[src/rtl/ssd_pkg.sv]
// Shared seven-segment definitions: the blank pattern and the active-low hex glyph table
// used by both the display encoder and the capture monitor.
package ssd_pkg;

  localparam logic [6:0] SEG_BLANK = 7'h7F;

  // Active-low {a,b,c,d,e,f,g}; entry n is the glyph for hex digit n (F listed first).
  localparam logic [15:0][6:0] SEG_TABLE = {
    7'b0111000, 7'b0110000, 7'b1000010, 7'b0110001,
    7'b1100000, 7'b0001000, 7'b0000100, 7'b0000000,
    7'b0001111, 7'b0100000, 7'b0100100, 7'b1001100,
    7'b0000110, 7'b0010010, 7'b1001111, 7'b0000001
  };

endpackage

[src/rtl/ssd_decode.sv]
// Combinational segment decoder: active-low glyph -> hex nibble, with flags for a
// recognised hex glyph and for the all-off (blank) pattern.
module ssd_decode
  import ssd_pkg::*;
(
  input  logic [6:0] seg,
  output logic       legal,
  output logic       blank,
  output logic [3:0] nibble
);

  always_comb begin
    legal  = 1'b0;
    nibble = 4'h0;
    blank  = (seg == SEG_BLANK);
    for (int i = 0; i < 16; i++) begin
      if (seg == SEG_TABLE[i]) begin
        legal  = 1'b1;
        nibble = 4'(i);
      end
    end
  end

endmodule

[src/rtl/ssd_capture.sv]
// Seven-segment bus monitor: filters scan transitions, decodes each digit's glyph,
// flags illegal glyphs or anode words, and reports when a full frame has been seen.
module ssd_capture
  import ssd_pkg::*;
#(
  parameter int NUM_DIGITS    = 4,
  parameter int STABLE_CYCLES = 4,
  parameter int CNT_W         = 3
) (
  input  logic                    clk,
  input  logic                    reset,
  input  logic [NUM_DIGITS-1:0]   an_in,
  input  logic [6:0]              seg_in,
  output logic [4*NUM_DIGITS-1:0] digits_out,
  output logic [NUM_DIGITS-1:0]   digit_valid,
  output logic [NUM_DIGITS-1:0]   blank_out,
  output logic                    frame_done,
  output logic [4*NUM_DIGITS-1:0] frame_value,
  output logic                    pattern_err,
  output logic                    anode_err
);

  localparam int SMP_W = NUM_DIGITS + 7;
  localparam int IDX_W = (NUM_DIGITS > 1) ? $clog2(NUM_DIGITS) : 1;
  localparam logic [CNT_W-1:0] CNT_SAT = CNT_W'(STABLE_CYCLES);
  localparam logic [CNT_W-1:0] CNT_ACC = CNT_W'(STABLE_CYCLES - 1);
  localparam logic [IDX_W:0]   ONE_Z   = 1;

  logic [SMP_W-1:0]    smp_p0;
  logic [CNT_W-1:0]    cnt_p0;
  logic                vld_p1;
  logic                same;

  logic [NUM_DIGITS-1:0] an_p1;
  logic [6:0]            seg_p1;
  logic                  dec_legal, dec_blank;
  logic [3:0]            dec_nib;
  logic [IDX_W:0]        zcnt;
  logic [IDX_W-1:0]      idx;

  logic [NUM_DIGITS-1:0][3:0] dig_q, dig_n;
  logic [NUM_DIGITS-1:0]      mask_q, mask_n, valid_n, blank_n;
  logic [4*NUM_DIGITS-1:0]    fval_n;
  logic                       fd_n, perr_n, aerr_n;

  // ---- stage 0: sample the bus and measure how long it has been stable ----
  assign same = ({an_in, seg_in} == smp_p0);

  always_ff @(posedge clk) begin
    if (reset) begin
      smp_p0 <= {{NUM_DIGITS{1'b1}}, SEG_BLANK};
      cnt_p0 <= '0;
      vld_p1 <= 1'b0;
    end else begin
      smp_p0 <= {an_in, seg_in};
      vld_p1 <= same && (cnt_p0 == CNT_ACC);
      if (!same)
        cnt_p0 <= CNT_W'(1);
      else if (cnt_p0 != CNT_SAT)
        cnt_p0 <= cnt_p0 + 1'b1;
    end
  end

  // ---- stage 1: act on the accepted sample, which is still held in smp_p0 ----
  assign an_p1  = smp_p0[SMP_W-1:7];
  assign seg_p1 = smp_p0[6:0];

  ssd_decode u_decode (
    .seg    (seg_p1),
    .legal  (dec_legal),
    .blank  (dec_blank),
    .nibble (dec_nib)
  );

  always_comb begin
    zcnt = '0;
    idx  = '0;
    for (int i = 0; i < NUM_DIGITS; i++) begin
      if (!an_p1[i]) begin
        zcnt = zcnt + 1'b1;
        idx  = IDX_W'(i);
      end
    end
  end

  always_comb begin
    dig_n   = dig_q;
    valid_n = digit_valid;
    blank_n = blank_out;
    mask_n  = mask_q;
    fval_n  = frame_value;
    fd_n    = 1'b0;
    perr_n  = 1'b0;
    aerr_n  = 1'b0;
    if (vld_p1) begin
      if (zcnt > ONE_Z) begin
        aerr_n = 1'b1;
      end else if (zcnt == ONE_Z) begin
        if (dec_legal) begin
          dig_n[idx]   = dec_nib;
          valid_n[idx] = 1'b1;
          blank_n[idx] = 1'b0;
          mask_n[idx]  = 1'b1;
        end else if (dec_blank) begin
          dig_n[idx]   = 4'h0;
          valid_n[idx] = 1'b1;
          blank_n[idx] = 1'b1;
          mask_n[idx]  = 1'b1;
        end else begin
          perr_n       = 1'b1;
          valid_n[idx] = 1'b0;
          blank_n[idx] = 1'b0;
          mask_n[idx]  = 1'b0;
        end
      end
      // A frame closes on the accept that completes the mask; snapshot includes that digit.
      if (&mask_n) begin
        fd_n   = 1'b1;
        fval_n = dig_n;
        mask_n = '0;
      end
    end
  end

  // ---- stage 2: registered outputs ----
  always_ff @(posedge clk) begin
    if (reset) begin
      dig_q       <= '0;
      digit_valid <= '0;
      blank_out   <= '0;
      mask_q      <= '0;
      frame_value <= '0;
      frame_done  <= 1'b0;
      pattern_err <= 1'b0;
      anode_err   <= 1'b0;
    end else begin
      dig_q       <= dig_n;
      digit_valid <= valid_n;
      blank_out   <= blank_n;
      mask_q      <= mask_n;
      frame_value <= fval_n;
      frame_done  <= fd_n;
      pattern_err <= perr_n;
      anode_err   <= aerr_n;
    end
  end

  assign digits_out = dig_q;

endmodule

[config.mk]
export PLATFORM = sky130hd
export DESIGN_NAME = ssd_capture
export DESIGN_NICKNAME = d
export VERILOG_FILES = /design/src/rtl/ssd_pkg.sv /design/src/rtl/ssd_decode.sv /design/src/rtl/ssd_capture.sv
export SDC_FILE = /design/constraint.sdc
export NUM_CORES = 1
export LEC_CHECK = 0
export ABC_AREA = 1
export BUFFER_PORTS_ARGS = -buffer_cell sky130_fd_sc_hd__buf_2
export CAP_MARGIN = 40
export CORE_MARGIN = 2
export CORE_UTILIZATION = 35
export DETAILED_ROUTE_END_ITERATION = 8
export HOLD_SLACK_MARGIN = 0.08
export SYNTH_ARGS = -nofsm -noshare
export SYNTH_HDL_FRONTEND = slang
export SYNTH_SLANG_ARGS = --single-unit
[constraint.sdc]
create_clock -name clk -period 2.49 [get_ports clk]
set_input_delay 0.498 -clock clk [delete_from_list [all_inputs] [get_ports clk]]
set_output_delay 0.498 -clock clk [all_outputs]
set_load 0.05 [all_outputs]
==> flow_summary.json <==
{
  "status": "completed",
  "yosys_warnings": 0,
  "dr_total_vias": 3903,
  "synth_edf_count": 0,
  "cts_tree": "yes",
  "multi_input_area_mm2": 0.00232,
  "syn2layout_area_growth_pct": 27.6,
  "syn_inst": 577,
  "cts_buffers": 9,
  "power_leakage_nw": 2.34,
  "routabilityCongestion": 0.880,
  "path_depth": 15,
  "synth_area_leaders": "dfxtp_1 (33%), nand2_1 (15%), nor2_1 (8.1%)",
  "netlist_area_mm2": 0.00378,
  "final_area_mm2": 0.00483,
  "hold_viol": 0,
  "seqCellArea_mm2": 0.00125,
  "cts_root_buffer": "clkbuf_8",
  "dieArea_mm2": 0.0117,
  "cap_viol_max_count": 0,
  "yosysUniqueCellTypes": 44,
  "drt_wl_total_mm": 10.7,
  "rsz0062_at_grt": "yes",
  "antenna_found_initial": 0,
  "post-route-period-util": 0.969,
  "initial_core_util": 0.363,
  "crit_arrival_ns": 2.69,
  "hp-start": "seg_in[0]",
  "ctsHtreeMaxLevel": 3,
  "cp_slowest_cell": "dfxtp_2",
  "power_per_cell_area_mw_per_mm2": 468,
  "fp.dieH_um": 108,
  "finalNetCount": 681,
  "drc": 0,
  "worstHoldEndpoint": "smp_p0[0]",
  "timing.rr.end": "frame_value[7]",
  "startpoint_type": "flip-flop",
  "drt-vias-per-instance": 4.86,
  "critical_path_required_ns": 2.77,
  "yosysMostFrequentCell": "nand2_1",
  "critPathMaxStageDelay_ns": 0.33,
  "crit_family": "simple AND/OR/NAND/NOR gates",
  "firstDrtPassIters": 5,
  "port-buffer-count": 55,
  "fp-row-count": 37,
  "drt-initial-drc-count": 265,
  "worstSetupPathType": "flip-flop to flip-flop",
  "tightest_slew_ns": 0.874,
  "crit_chain": "buf_4 -> ha_2 -> o21ai_2 -> ha_4 -> nor2_4 -> or2_4 -> nand3_4 -> nor2_4 -> nand2_4 -> nand2_2 -> nand2_4 -> nor2_8 -> buf_6 -> a21oi_2 -> nor2_1",
  "final_max_slew_viol_count": 0,
  "grt_pass1_vias": 3720,
  "r2r_setup_slack_ns": 0.08,
  "finish.utilization": 0.464,
  "cts_sinks": 62,
  "synthTopCellsByCount": "nand2_1 (149), nor2_1 (82), dfxtp_1 (62), inv_1 (62), nand3_1 (40)",
  "async_reset_ff_frac": 0,
  "max_freq_mhz": 414,
  "core_area_mm2": 0.0104,
  "cts_buffer_depth": 2,
  "yosysSeqAreaShare": 0.328,
  "hp-class": "primary input to flip-flop",
  "r2r-start": "smp_p0[8]",
  "grt_pass1_wl_mm": 17.2,
  "peakVddDrop_mv": 0.205,
  "synth_ff_type": "dfxtp_1",
  "yosys.area.top_type": "dfxtp_1",
  "clock_latency_ns": 0.34,
  "ff2ff_path_depth": 15,
  "ant_nets": 0,
  "synth_area_per_cell_um2": 6.56,
  "syn-num-nets": 596,
  "hold_buffers": 0,
  "relSlewSlack": 0.417,
  "post-dp-hpwl_mm": 7.60,
  "hold_depth": 3,
  "critPathCaptureType": "flip-flop",
  "synth_top_area_frac": 0.328,
  "placed_cell_area_mm2": 0.00430,
  "insertedDiodeCount": 0,
  "grt.overflow.total": 0,
  "cp_num_buf_inv": 2,
  "grtUsageTotal": 0.184,
  "detail_route.wl_per_cell_um": 13.3,
  "cp_max_fo": 6,
  "min_period_ns": 2.41,
  "synth-seq-cells": 62,
  "die_w_um": 108,
  "drive_gt1_frac": 0.328,
  "fillerInstances": 1049,
  "grt_max_degree": 26,
  "setup_viol": 0,
  "boundaryPins": 56,
  "clock_skew_ns": 0.00741,
  "path_clk_slew_ns": 0.07
}
==> stage by stage <==
stage / hold slack [ns] / total power, mW / setup WS, ns / cells / setup TNS, ns
global placement: 0.454 / 1.30 / 0.0371 / 771 / 0
finish: 0.357 / 2.26 / 0.0773 / 803 / 0
floorplan: 0.441 / 1.21 / 0.0196 / 577 / 0
CTS: 0.346 / 2.24 / 0.0191 / 798 / 0
detailed placement: 0.465 / 1.30 / -0.0464 / 771 / -0.271
global route: 0.367 / 2.35 / -0.0482 / 803 / -0.398
==> what timing repair did <==
action / CTS / global route
setup endpoints to repair: 20 / 45
hold endpoints to repair: 0 / 0
gates resized for setup: 5 / 53
cloned: 1 / 1
buffers inserted: 10 / 4
pin swaps: 11 / 25
==> worst register-to-register path, stage by stage, from the launching register on <==
cell and delay (ns):
dfxtp_2 0.33, buf_4 0.14, ha_2 0.17, o21ai_2 0.23, ha_4 0.25, nor2_4 0.11
or2_4 0.14, nand3_4 0.12, nor2_4 0.14, nand2_4 0.08, nand2_2 0.11, nand2_4 0.10
nor2_8 0.16, buf_6 0.15, a21oi_2 0.05, nor2_1 0.09
==> area by class of cell <==
class,instances,share of cell area
Inverter,77,0.0598
Sequential cell,62,0.258
Timing Repair Buffer,94,0.124
Multi-Input combinational cell,418,0.481
Clock inverter,3,0.00881
Tap cell,136,0.0352
Clock buffer,13,0.0329
==> per-layer routing <==
layer,share of wire,GRT usage,vias to the layer above,routed length [um]
met4,0.013,0.0440,0,136
met3,0.057,0.0350,11,608
li1,-,-,2001,-
met5,0,0,-,0
met2,0.47,0.305,108,4990
met1,0.46,0.248,1783,4970
==> how the worst max path moves through the flow <==
stage / endpoint / startpoint / slack, ns
finish: frame_value[7] / smp_p0[8] / 0.08
global route: frame_value[4] / smp_p0[8] / -0.05
CTS: frame_value[7] / smp_p0[8] / 0.02
detailed placement: frame_value[7] / smp_p0[7] / -0.05
global placement: frame_value[15] / smp_p0[7] / 0.04
floorplan: frame_value[15] / smp_p0[8] / 0.02
==> cell families (layout without fill, tap and decap cells) <==
group           after synthesis  in the layout  synth area share
compound gates               76             76             0.127
fa+ha+maj                     6              6            0.0198
simple gates                326            327             0.392
flops                        62             62             0.328
xor+xnor                      9              9            0.0228
buf+inv                      98            187             0.111
==> cell usage in the layout, fill, tap and decap left out, types with 12 or more instances in the layout <==
| cell | count |
|---|---|
| nand2_1 | 141 |
| nor2_1 | 77 |
| dfxtp_1 | 57 |
| buf_2 | 56 |
| inv_1 | 54 |
| nand3_1 | 35 |
| buf_4 | 31 |
| inv_2 | 23 |
| a21oi_1 | 17 |
| o21ai_0 | 17 |
| nand2_2 | 13 |
| nand3_2 | 12 |
==> power by group <==
group,internal [mW],switching (mW)
sequential,1.00,0.0152
clock,0.517,0.401
combinational,0.125,0.200
Note: power is estimated with default switching activity, not from simulation.
